## config.mk

```make
export PLATFORM = sky130hd
export DESIGN_NAME = hex_sequence_player
export DESIGN_NICKNAME = d
export VERILOG_FILES = /design/src/rtl/hex_sequence_player.sv
export SDC_FILE = /design/constraint.sdc
export NUM_CORES = 1
export LEC_CHECK = 0
export BUFFER_PORTS_ARGS = -buffer_cell sky130_fd_sc_hd__buf_4
export CAP_MARGIN = 30
export CORE_UTILIZATION = 28
export CTS_BUF_LIST = sky130_fd_sc_hd__clkbuf_4 sky130_fd_sc_hd__clkbuf_8
export CTS_CLUSTER_DIAMETER = 150
export DETAILED_ROUTE_END_ITERATION = 7
export PLACE_DENSITY = 0.46
export SLEW_MARGIN = 20
export SYNTH_ARGS = -nofsm -noshare
export SYNTH_HDL_FRONTEND = slang
export SYNTH_SLANG_ARGS = --single-unit
export TNS_END_PERCENT = 1
```

## constraint.sdc

```tcl
create_clock -name clk -period 6.7 [get_ports clk]
set_input_delay 0.335 -clock clk [delete_from_list [all_inputs] [get_ports clk]]
set_output_delay 0.335 -clock clk [all_outputs]
set_load 0.005 [all_outputs]
```

## src/rtl/hex_sequence_player.sv

```systemverilog
// hex_sequence_player: programmable digit sequencer with per-step dwell,
// direction, loop/one-shot, pause and abort.
// Optional build macro: SEG7_EN adds a registered 7-segment glyph output
// (seg = {g,f,e,d,c,b,a}, active-high, blank in IDLE). SEG7_EN needs DIGIT_W >= 4.
module hex_sequence_player #(
   parameter int unsigned DIGIT_W = 4,
   parameter int unsigned DEPTH   = 8,
   parameter int unsigned DWELL_W = 8,
   localparam int unsigned AW     = $clog2(DEPTH),
   localparam int unsigned LW     = $clog2(DEPTH + 1)
) (
   input  logic               clk,
   input  logic               reset,
   input  logic               start,
   input  logic               stop,
   input  logic               enable,
   input  logic               dir,
   input  logic               loop,
   input  logic [LW-1:0]      len,
   input  logic [DWELL_W-1:0] dwell,
   input  logic               wr_en,
   input  logic [AW-1:0]      wr_addr,
   input  logic [DIGIT_W-1:0] wr_data,
   output logic [DIGIT_W-1:0] y,
   output logic [AW-1:0]      step_idx,
   output logic               step_tick,
   output logic               busy,
   output logic               done
`ifdef SEG7_EN
   ,output logic [6:0]        seg
`endif
);

   typedef enum logic [1:0] {S_IDLE, S_RUN, S_PAUSE, S_DONE} state_t;

   state_t               r_state, w_state_nxt;
   logic [AW-1:0]        r_idx, w_idx_nxt;
   logic [DWELL_W-1:0]   r_cnt, w_cnt_nxt;
   logic [DWELL_W-1:0]   r_dwell_q, w_dwell_nxt;
   logic [LW-1:0]        r_len_q, w_len_nxt;
   logic                 r_dir_q, w_dir_nxt;
   logic                 r_loop_q, w_loop_nxt;
   logic [DIGIT_W-1:0]   r_y, w_y_nxt;
   logic                 r_tick, w_tick_nxt;
   logic [DIGIT_W-1:0]   r_table [DEPTH];

   logic [LW-1:0]        w_len_clamp;
   logic [DWELL_W-1:0]   w_dwell_eff;
   logic                 w_last;
   logic                 w_cnt_end;
   logic                 w_enter;
   logic [AW-1:0]        w_enter_idx;

   function automatic logic [DIGIT_W-1:0] default_code(input int unsigned i);
      case (i)
         0:       default_code = DIGIT_W'(4'hC);
         1:       default_code = DIGIT_W'(4'h0);
         2:       default_code = DIGIT_W'(4'hE);
         3:       default_code = DIGIT_W'(4'h3);
         4:       default_code = DIGIT_W'(4'h1);
         5:       default_code = DIGIT_W'(4'h2);
         default: default_code = '0;
      endcase
   endfunction

   assign w_len_clamp = (len > LW'(DEPTH)) ? LW'(DEPTH) : len;
   assign w_dwell_eff = (dwell == '0) ? DWELL_W'(1) : dwell;
   assign w_last      = r_dir_q ? (r_idx == '0) : (r_idx == AW'(r_len_q - LW'(1)));
   assign w_cnt_end   = (r_cnt == r_dwell_q - DWELL_W'(1));

   // Code table: reset restores the default sequence, writes land in any state
   always_ff @(posedge clk) begin
      if (!reset) begin
         for (int unsigned i = 0; i < DEPTH; i++) r_table[i] <= default_code(i);
      end else if (wr_en && (32'(wr_addr) < DEPTH)) begin
         r_table[wr_addr] <= wr_data;
      end
   end

   // State and registered outputs
   always_ff @(posedge clk) begin
      if (!reset) begin
         r_state   <= S_IDLE;
         r_idx     <= '0;
         r_cnt     <= '0;
         r_dwell_q <= '0;
         r_len_q   <= '0;
         r_dir_q   <= 1'b0;
         r_loop_q  <= 1'b0;
         r_y       <= '0;
         r_tick    <= 1'b0;
      end else begin
         r_state   <= w_state_nxt;
         r_idx     <= w_idx_nxt;
         r_cnt     <= w_cnt_nxt;
         r_dwell_q <= w_dwell_nxt;
         r_len_q   <= w_len_nxt;
         r_dir_q   <= w_dir_nxt;
         r_loop_q  <= w_loop_nxt;
         r_y       <= w_y_nxt;
         r_tick    <= w_tick_nxt;
      end
   end

   // Next state: stop beats start, start beats stepping; every step entry
   // (start, advance, wrap) shares one path that reloads cnt, y and dwell
   always_comb begin
      w_state_nxt = r_state;
      w_idx_nxt   = r_idx;
      w_cnt_nxt   = r_cnt;
      w_dwell_nxt = r_dwell_q;
      w_len_nxt   = r_len_q;
      w_dir_nxt   = r_dir_q;
      w_loop_nxt  = r_loop_q;
      w_y_nxt     = r_y;
      w_tick_nxt  = 1'b0;
      w_enter     = 1'b0;
      w_enter_idx = r_idx;
      if (stop) begin
         w_state_nxt = S_IDLE;
         w_idx_nxt   = '0;
         w_cnt_nxt   = '0;
         w_y_nxt     = '0;
      end else if (start && (len != '0)) begin
         w_state_nxt = S_RUN;
         w_len_nxt   = w_len_clamp;
         w_dir_nxt   = dir;
         w_loop_nxt  = loop;
         w_enter     = 1'b1;
         w_enter_idx = dir ? AW'(w_len_clamp - LW'(1)) : '0;
      end else begin
         case (r_state)
            S_RUN: begin
               if (!enable) begin
                  w_state_nxt = S_PAUSE;
               end else if (!w_cnt_end) begin
                  w_cnt_nxt = r_cnt + DWELL_W'(1);
               end else if (!w_last) begin
                  w_enter     = 1'b1;
                  w_tick_nxt  = 1'b1;
                  w_enter_idx = r_dir_q ? r_idx - AW'(1) : r_idx + AW'(1);
               end else if (r_loop_q) begin
                  w_enter     = 1'b1;
                  w_tick_nxt  = 1'b1;
                  w_enter_idx = r_dir_q ? AW'(r_len_q - LW'(1)) : '0;
               end else begin
                  w_state_nxt = S_DONE;
               end
            end
            S_PAUSE: if (enable) w_state_nxt = S_RUN;
            default: ;
         endcase
      end
      if (w_enter) begin
         w_idx_nxt   = w_enter_idx;
         w_cnt_nxt   = '0;
         w_dwell_nxt = w_dwell_eff;
         w_y_nxt     = r_table[w_enter_idx];
      end
   end

   assign y         = r_y;
   assign step_idx  = r_idx;
   assign step_tick = r_tick;
   assign busy      = (r_state == S_RUN) || (r_state == S_PAUSE);
   assign done      = (r_state == S_DONE);

`ifdef SEG7_EN
   logic [6:0] r_seg;

   function automatic logic [6:0] glyph(input logic [3:0] d);
      case (d)
         4'h0: glyph = 7'h3F;  4'h1: glyph = 7'h06;  4'h2: glyph = 7'h5B;  4'h3: glyph = 7'h4F;
         4'h4: glyph = 7'h66;  4'h5: glyph = 7'h6D;  4'h6: glyph = 7'h7D;  4'h7: glyph = 7'h07;
         4'h8: glyph = 7'h7F;  4'h9: glyph = 7'h6F;  4'hA: glyph = 7'h77;  4'hB: glyph = 7'h7C;
         4'hC: glyph = 7'h39;  4'hD: glyph = 7'h5E;  4'hE: glyph = 7'h79;  default: glyph = 7'h71;
      endcase
   endfunction

   // Glyph register tracks y; blank whenever the sequencer is idle
   always_ff @(posedge clk) begin
      if (!reset) r_seg <= '0;
      else        r_seg <= (w_state_nxt == S_IDLE) ? 7'h00 : glyph(w_y_nxt[3:0]);
   end

   assign seg = r_seg;
`endif

endmodule

```

==> results of run 1 <==
-- through the flow --
step / std cells / setup slack (ns) / hold slack, ns / total power [mW]
finish: 580 / 3.26 / 0.242 / 0.837
global route: 580 / 2.95 / 0.247 / 0.879
CTS: 580 / 3.21 / 0.228 / 0.848
detailed placement: 564 / 3.23 / 0.488 / 0.568
global placement: 564 / 3.42 / 0.475 / 0.567
floorplan: 366 / 3.67 / 0.450 / 0.526
-- layer usage --
metal / part of all wire, % / routed length (um) / global-route usage (%)
met5: 0 / 0 / 0
met4: 1.8 / 154 / 6.67
met3: 3.4 / 292 / 3.35
met2: 44 / 3740 / 20.6
met1: 51 / 4320 / 18.8
-- worst max-delay path: stages (launching register included) --
cell and delay, ns:
dfxtp_1 0.45, inv_1 0.07, ha_1 0.24, or3_1 0.32, nand4_1 0.09, nand4b_1 0.22
nor3_1 0.40, or4b_4 0.54, nand2_2 0.35, mux2_2 0.40, o211ai_1 0.16, nand3_1 0.09
-- sequential cells by signal, indices dropped and copies added (netlist names) --
name and count:
r_dir_q 1, r_state 2, y 4, r_loop_q 1
r_cnt 8, step_tick 1, step_idx 3, r_table 32
r_dwell_q 8, r_len_q 3
-- logic make-up after synthesis --
| family | share of synthesized area [%] |
|---|---|
| buffers and inverters | 3.95 |
| AOI/OAI and AO/OA | 10.9 |
| xor gates and xnor gates | 5.91 |
| adders and majority gates | 2.95 |
| and+or+nand+nor | 25.1 |
| DFF | 43.4 |
| muxes | 7.80 |
-- where the power goes --
part	switching (mW)	total [mW]	internal, mW
Combinational	0.0683	0.122	0.0536
Clock	0.145	0.278	0.133
Sequential	0.0135	0.437	0.424
Total	0.227	0.837	0.610
-- worst min path at each step --
stage	to	slack, ns	start	cells past startpoint
2_1_floorplan	y[3]$_SDFFE_PN0P_	0.45	y[3]$_SDFFE_PN0P_	2
3_3_place_gp	y[3]$_SDFFE_PN0P_	0.47	y[3]$_SDFFE_PN0P_	2
3_5_place_dp	y[3]$_SDFFE_PN0P_	0.49	y[3]$_SDFFE_PN0P_	2
4_1_cts	r_loop_q$_SDFFE_PN0P_	0.23	loop	3
5_1_grt	r_dwell_q[7]$_SDFFE_PN0P_	0.25	dwell[7]	3
6_report	r_loop_q$_SDFFE_PN0P_	0.24	loop	3
-- layout make-up --
type | instances | area, um^2 | share of cell area (%)
Timing Repair Buffer | 37 | 278 | 6.59
Tap cell | 172 | 215 | 5.11
Clock buffer | 10 | 131 | 3.12
Multi-Input combinational cell | 275 | 1920 | 45.5
Sequential cell | 63 | 1580 | 37.5
Inverter | 17 | 63.8 | 1.51
Clock inverter | 6 | 27.5 | 0.653
-- cell usage after synthesis, drive strengths merged, types with 3 or more instances --
cell and count:
or2 4, ha 7, a211o 3, dfxtp 31
clkbuf 9, nand2b 12, nand3b 3, nand3 14
mux2 3, nor2 30, edfxtp 32, nand2 31
nor4b 3, xnor2 9, o31ai 3, o211ai 4
or4 3, nand4 3, inv 17, or4b 3
xor2 13, a21oi 9, nor3 16, mux2i 25
o2bb2ai 3, nor2b 9, o21ai 10, nor4 7
and2 18
==> flow_metrics.env, run 1 <==
export IMPL_status="complete, no violations"
export IMPL_grt_pass1_vias=2663
export IMPL_cts_tree="yes"
export IMPL_tightest_slew_ns=0.766
export IMPL_mostFrequentLayoutCells="37 x buf_4, 32 x edfxtp_1, 31 x dfxtp_1"
export IMPL_clock_fmax_ghz=0.291
export IMPL_drive_above_1_share_pct=17.6
export IMPL_fin_util_pct=33.3
export IMPL_fill_cells=1349
export IMPL_clock_skew_ns=0.00684
export IMPL_ir_worst_vdd_mv=0.0795
export IMPL_design_area_mm2=0.00421
export IMPL_ant_nets=0
export IMPL_syn_cell_area_mm2=0.00364
export IMPL_reg2reg_depth=11
export IMPL_clk_path_buf_depth=2
export IMPL_grt_setup_unrepaired="false"
export IMPL_area_growth_pct=15.7
export IMPL_postPlaceCellArea_mm2=0.00406
export IMPL_cts_setup_buffers=0
export IMPL_holdBufCountCts=0
export IMPL_wl_per_cell_um=14.7
export IMPL_p_leak_nw=1.64
export IMPL_dp_hpwl_um=6470
export IMPL_synth_largest_area_cell="edfxtp_1"
export IMPL_slew_viol_final=0
export IMPL_worstPathArrival_ns=3.68
export IMPL_slew_headroom_pct=48.2
export IMPL_antenna_cells=0
export IMPL_startpoint_type="register"
export IMPL_cts_inserted_buffers=9
export IMPL_dr_pass1_iters=4
export IMPL_timing_rr_end="y[3]$_SDFFE_PN0P_"
export IMPL_port_buffers=36
export IMPL_clk_latency_ns=0.35
export IMPL_reg2reg_from="r_dwell_q[0]$_SDFFE_PN0P_"
export IMPL_overflow=0
export IMPL_power_density_mw_per_mm2=199
export IMPL_row_count=41
export IMPL_ys_flop_type="edfxtp_1"
export IMPL_fin_nets=438
export IMPL_end_kind="register"
export IMPL_synth_warnings=0
export IMPL_synth_seq_area_share_pct=43.4
export IMPL_cp_max_fo=14
export IMPL_io_pins=37
export IMPL_fin_crit_ns=3.44
export IMPL_core_mm2=0.0127
export IMPL_finalCritPeriodShare_pct=51.3
export IMPL_fin_setup_tns_ns=0
export IMPL_drc=0
export IMPL_hold_class="in -> reg"
export IMPL_vias_per_cell=4.81
export IMPL_endpoint="y[3]$_SDFFE_PN0P_"
export IMPL_setup_violations=0
export IMPL_synth_cell_types=61
export IMPL_final_common_cell="buf_4"
export IMPL_netlist_top_cells_area="edfxtp_1 26%, dfxtp_1 17%, mux2i_1 6.9%, xor2_1 3.1%, and2_1 3.1%"
export IMPL_htreeDepth=3
export IMPL_crit_required_ns=6.94
export IMPL_netlist_instances=366
export IMPL_syn_area_per_cell_um2=9.95
export IMPL_root_buffer="clkbuf_8"
export IMPL_die_w_um=116
export IMPL_grt_max_degree=28
export IMPL_clkTransAtPathRegs_ns=0.07
export IMPL_ctsResizeCount=0
export IMPL_synth_seq_cells=63
export IMPL_dr_first_iter_drc_count=159
export IMPL_gp_congestion=0.798
export IMPL_initial_core_util_pct=28.7
export IMPL_synthArstFlopShare_pct=0
export IMPL_drv_cap=0
export IMPL_critPathKind="reg -> reg"
export IMPL_timing_final_hold_violations=0
export IMPL_synth_edf_count=32
export IMPL_clock_sinks=63
export IMPL_r2r_slack_ns=3.26
export IMPL_antenna_found_initial=0
export IMPL_finalWirelength_um=8510
export IMPL_grt_use_total_pct=13.9
export IMPL_grt_pass1_wl_um=14000
export IMPL_die_h_um=116
export IMPL_synth_nets=401
export IMPL_worstSetupStartpoint="r_dwell_q[0]$_SDFFE_PN0P_"
export IMPL_yosys_area_top_type_share_pct=26.4
export IMPL_die_area_mm2=0.0135
export IMPL_num_vias=2789
Power figures use the tool's default switching activity.
==> run 2: changes to the inputs <==
- clock period: 6.7 -> 3.17 ns (I/O delays scaled with it)
==> flow_metrics.env, run 2 (synthesized netlist as in run 1, its figures left out) <==
export IMPL_power_density_mw_per_mm2=446
export IMPL_die_h_um=116
export IMPL_largest_registers="r_table x32, r_cnt x8, r_dwell_q x8"
export IMPL_finalCritPeriodShare_pct=96.5
export IMPL_clock_fmax_ghz=0.327
export IMPL_largest_register="r_table"
export IMPL_antenna_found_initial=0
export IMPL_clk_latency_ns=0.36
export IMPL_path_cells="or4_4 > a2111oi_4 > o31ai_2 > or4b_4 > or4b_4 > a21oi_4 > nand2_2 > o2bb2ai_2 > a211o_1"
export IMPL_r2r_slack_ns=0.11
export IMPL_cts_inserted_buffers=9
export IMPL_overflow=0
export IMPL_final_common_cell="buf_4"
export IMPL_root_buffer="clkbuf_8"
export IMPL_core_mm2=0.0127
export IMPL_clkTransAtPathRegs_ns=0.07
export IMPL_wl_per_cell_um=14.3
export IMPL_fin_crit_ns=3.06
export IMPL_timing_final_hold_violations=0
export IMPL_startpoint_type="register"
export IMPL_endpoint="y[2]$_SDFFE_PN0P_"
export IMPL_initial_core_util_pct=28.7
export IMPL_grt_use_total_pct=13.5
export IMPL_cp_max_fo=5
export IMPL_io_pins=37
export IMPL_fin_setup_tns_ns=0
export IMPL_status="complete, no violations"
export IMPL_grt_pass1_vias=2658
export IMPL_slew_viol_final=0
export IMPL_largest_register_ffs=32
export IMPL_worstPathArrival_ns=3.36
export IMPL_ir_worst_vdd_mv=0.181
export IMPL_crit_required_ns=3.47
export IMPL_crit_path_frequent_cell="or4b_4"
export IMPL_fin_nets=454
export IMPL_end_kind="register"
export IMPL_port_buffers=36
export IMPL_slowest_delay_ns=0.58
export IMPL_reg2reg_depth=9
export IMPL_grt_pass1_wl_um=13600
export IMPL_num_vias=2817
export IMPL_ant_nets=0
export IMPL_crit_buf_inv=0
export IMPL_slew_headroom_pct=49.6
export IMPL_htreeDepth=3
export IMPL_dr_first_iter_drc_count=128
export IMPL_die_w_um=116
export IMPL_power_total_mw=2.00
export IMPL_mostFrequentLayoutCells="52 x buf_4, 32 x edfxtp_1, 29 x dfxtp_1"
export IMPL_dp_hpwl_um=6560
export IMPL_area_growth_pct=23.1
export IMPL_clock_sinks=63
export IMPL_drive_above_1_share_pct=24.3
export IMPL_drc=0
export IMPL_reg2reg_from="r_dwell_q[1]$_SDFFE_PN0P_"
export IMPL_critPathSlowestCell="or4b_4"
export IMPL_grt_max_degree=28
export IMPL_critPathKind="reg -> reg"
export IMPL_design_area_mm2=0.00448
export IMPL_setup_violations=0
export IMPL_drv_cap=0
export IMPL_fill_cells=1281
export IMPL_tightest_slew_ns=0.745
export IMPL_crit_family="simple AND/OR/NAND/NOR gates"
export IMPL_clock_skew_ns=0.00611
export IMPL_postPlaceCellArea_mm2=0.00415
export IMPL_worstSetupStartpoint="r_dwell_q[1]$_SDFFE_PN0P_"
export IMPL_holdBufCountCts=0
export IMPL_clk_path_buf_depth=2
export IMPL_p_leak_nw=1.74
export IMPL_hold_class="in -> reg"
export IMPL_crit_cells=9
export IMPL_antenna_cells=0
export IMPL_die_area_mm2=0.0135
export IMPL_timing_rr_end="y[2]$_SDFFE_PN0P_"
export IMPL_vias_per_cell=4.73
export IMPL_finalWirelength_um=8530
export IMPL_cts_tree="yes"
export IMPL_dr_pass1_iters=4
export IMPL_gp_congestion=0.774
export IMPL_row_count=41
-- run 2: cell types whose count changed in the layout (fill, tap and decap cells not counted), sizes merged --
| cell | change |
|---|---|
| bufinv | +2 |
| clkinv | -4 |
| clkbuf | +2 |
| buf | +15 |
| nand2 | +1 |
-- run 2: cell type report --
type,count,area [um^2],area share (%)
Clock buffer,12,153,3.41
Clock inverter,4,68.8,1.54
Inverter,17,63.8,1.42
Timing Repair Buffer,52,390,8.71
Tap cell,172,215,4.80
Sequential cell,63,1590,35.5
Multi-Input combinational cell,276,2000,44.7
-- run 2: how the worst min path moves through the flow --
stage,start,to,slack (ns),depth (start not counted)
2_1_floorplan,loop,r_loop_q$_SDFFE_PN0P_,0.32,2
3_3_place_gp,loop,r_loop_q$_SDFFE_PN0P_,0.40,3
3_5_place_dp,loop,r_loop_q$_SDFFE_PN0P_,0.43,3
4_1_cts,loop,r_loop_q$_SDFFE_PN0P_,0.04,3
5_1_grt,dwell[7],r_dwell_q[7]$_SDFFE_PN0P_,0.05,3
6_report,loop,r_loop_q$_SDFFE_PN0P_,0.06,3
-- run 2: worst reg2reg max path, delay by kind of cell, from the launching register on --
family / cells / cell delay [ns]
AOI/OAI and AO/OA: 5 / 0.85
and+or+nand+nor: 4 / 1.79
DFF: 1 / 0.36
-- run 2: per-stage QoR --
stage               worst slack [ns]  hold slack (ns)  instances  utilization, %
finish                         0.112           0.0585        596            35.4
global placement              0.0577            0.405        577            32.8
floorplan                      0.142            0.319        366               -
CTS                          0.00590           0.0381        593            34.5
global route                 -0.0147           0.0509        596            35.4
detailed placement            0.0188            0.431        577            32.8
-- run 2: per-layer routing --
metal  wire length [um]  global-route usage [%]  part of all wire (%)  vias to the layer above
met5                  0                       0                     0                        -
met4                140                    5.38                   1.6                        0
met3                376                    4.34                   4.4                       10
met2               3770                    20.2                    44                       60
met1               4250                    18.1                    50                     1317
li1                   -                       -                     -                     1430
-- run 2: power breakdown --
group | switching (mW) | internal, mW
logic | 0.154 | 0.128
registers | 0.0267 | 0.895
clock network | 0.317 | 0.478
-- run 2: timing repair --
action / 4_1_cts / 5_1_grt
resized for setup: 0 / 19
setup endpoints to repair: 0 / 12
setup buffers: 0 / 2
hold endpoints to repair: 0 / 0
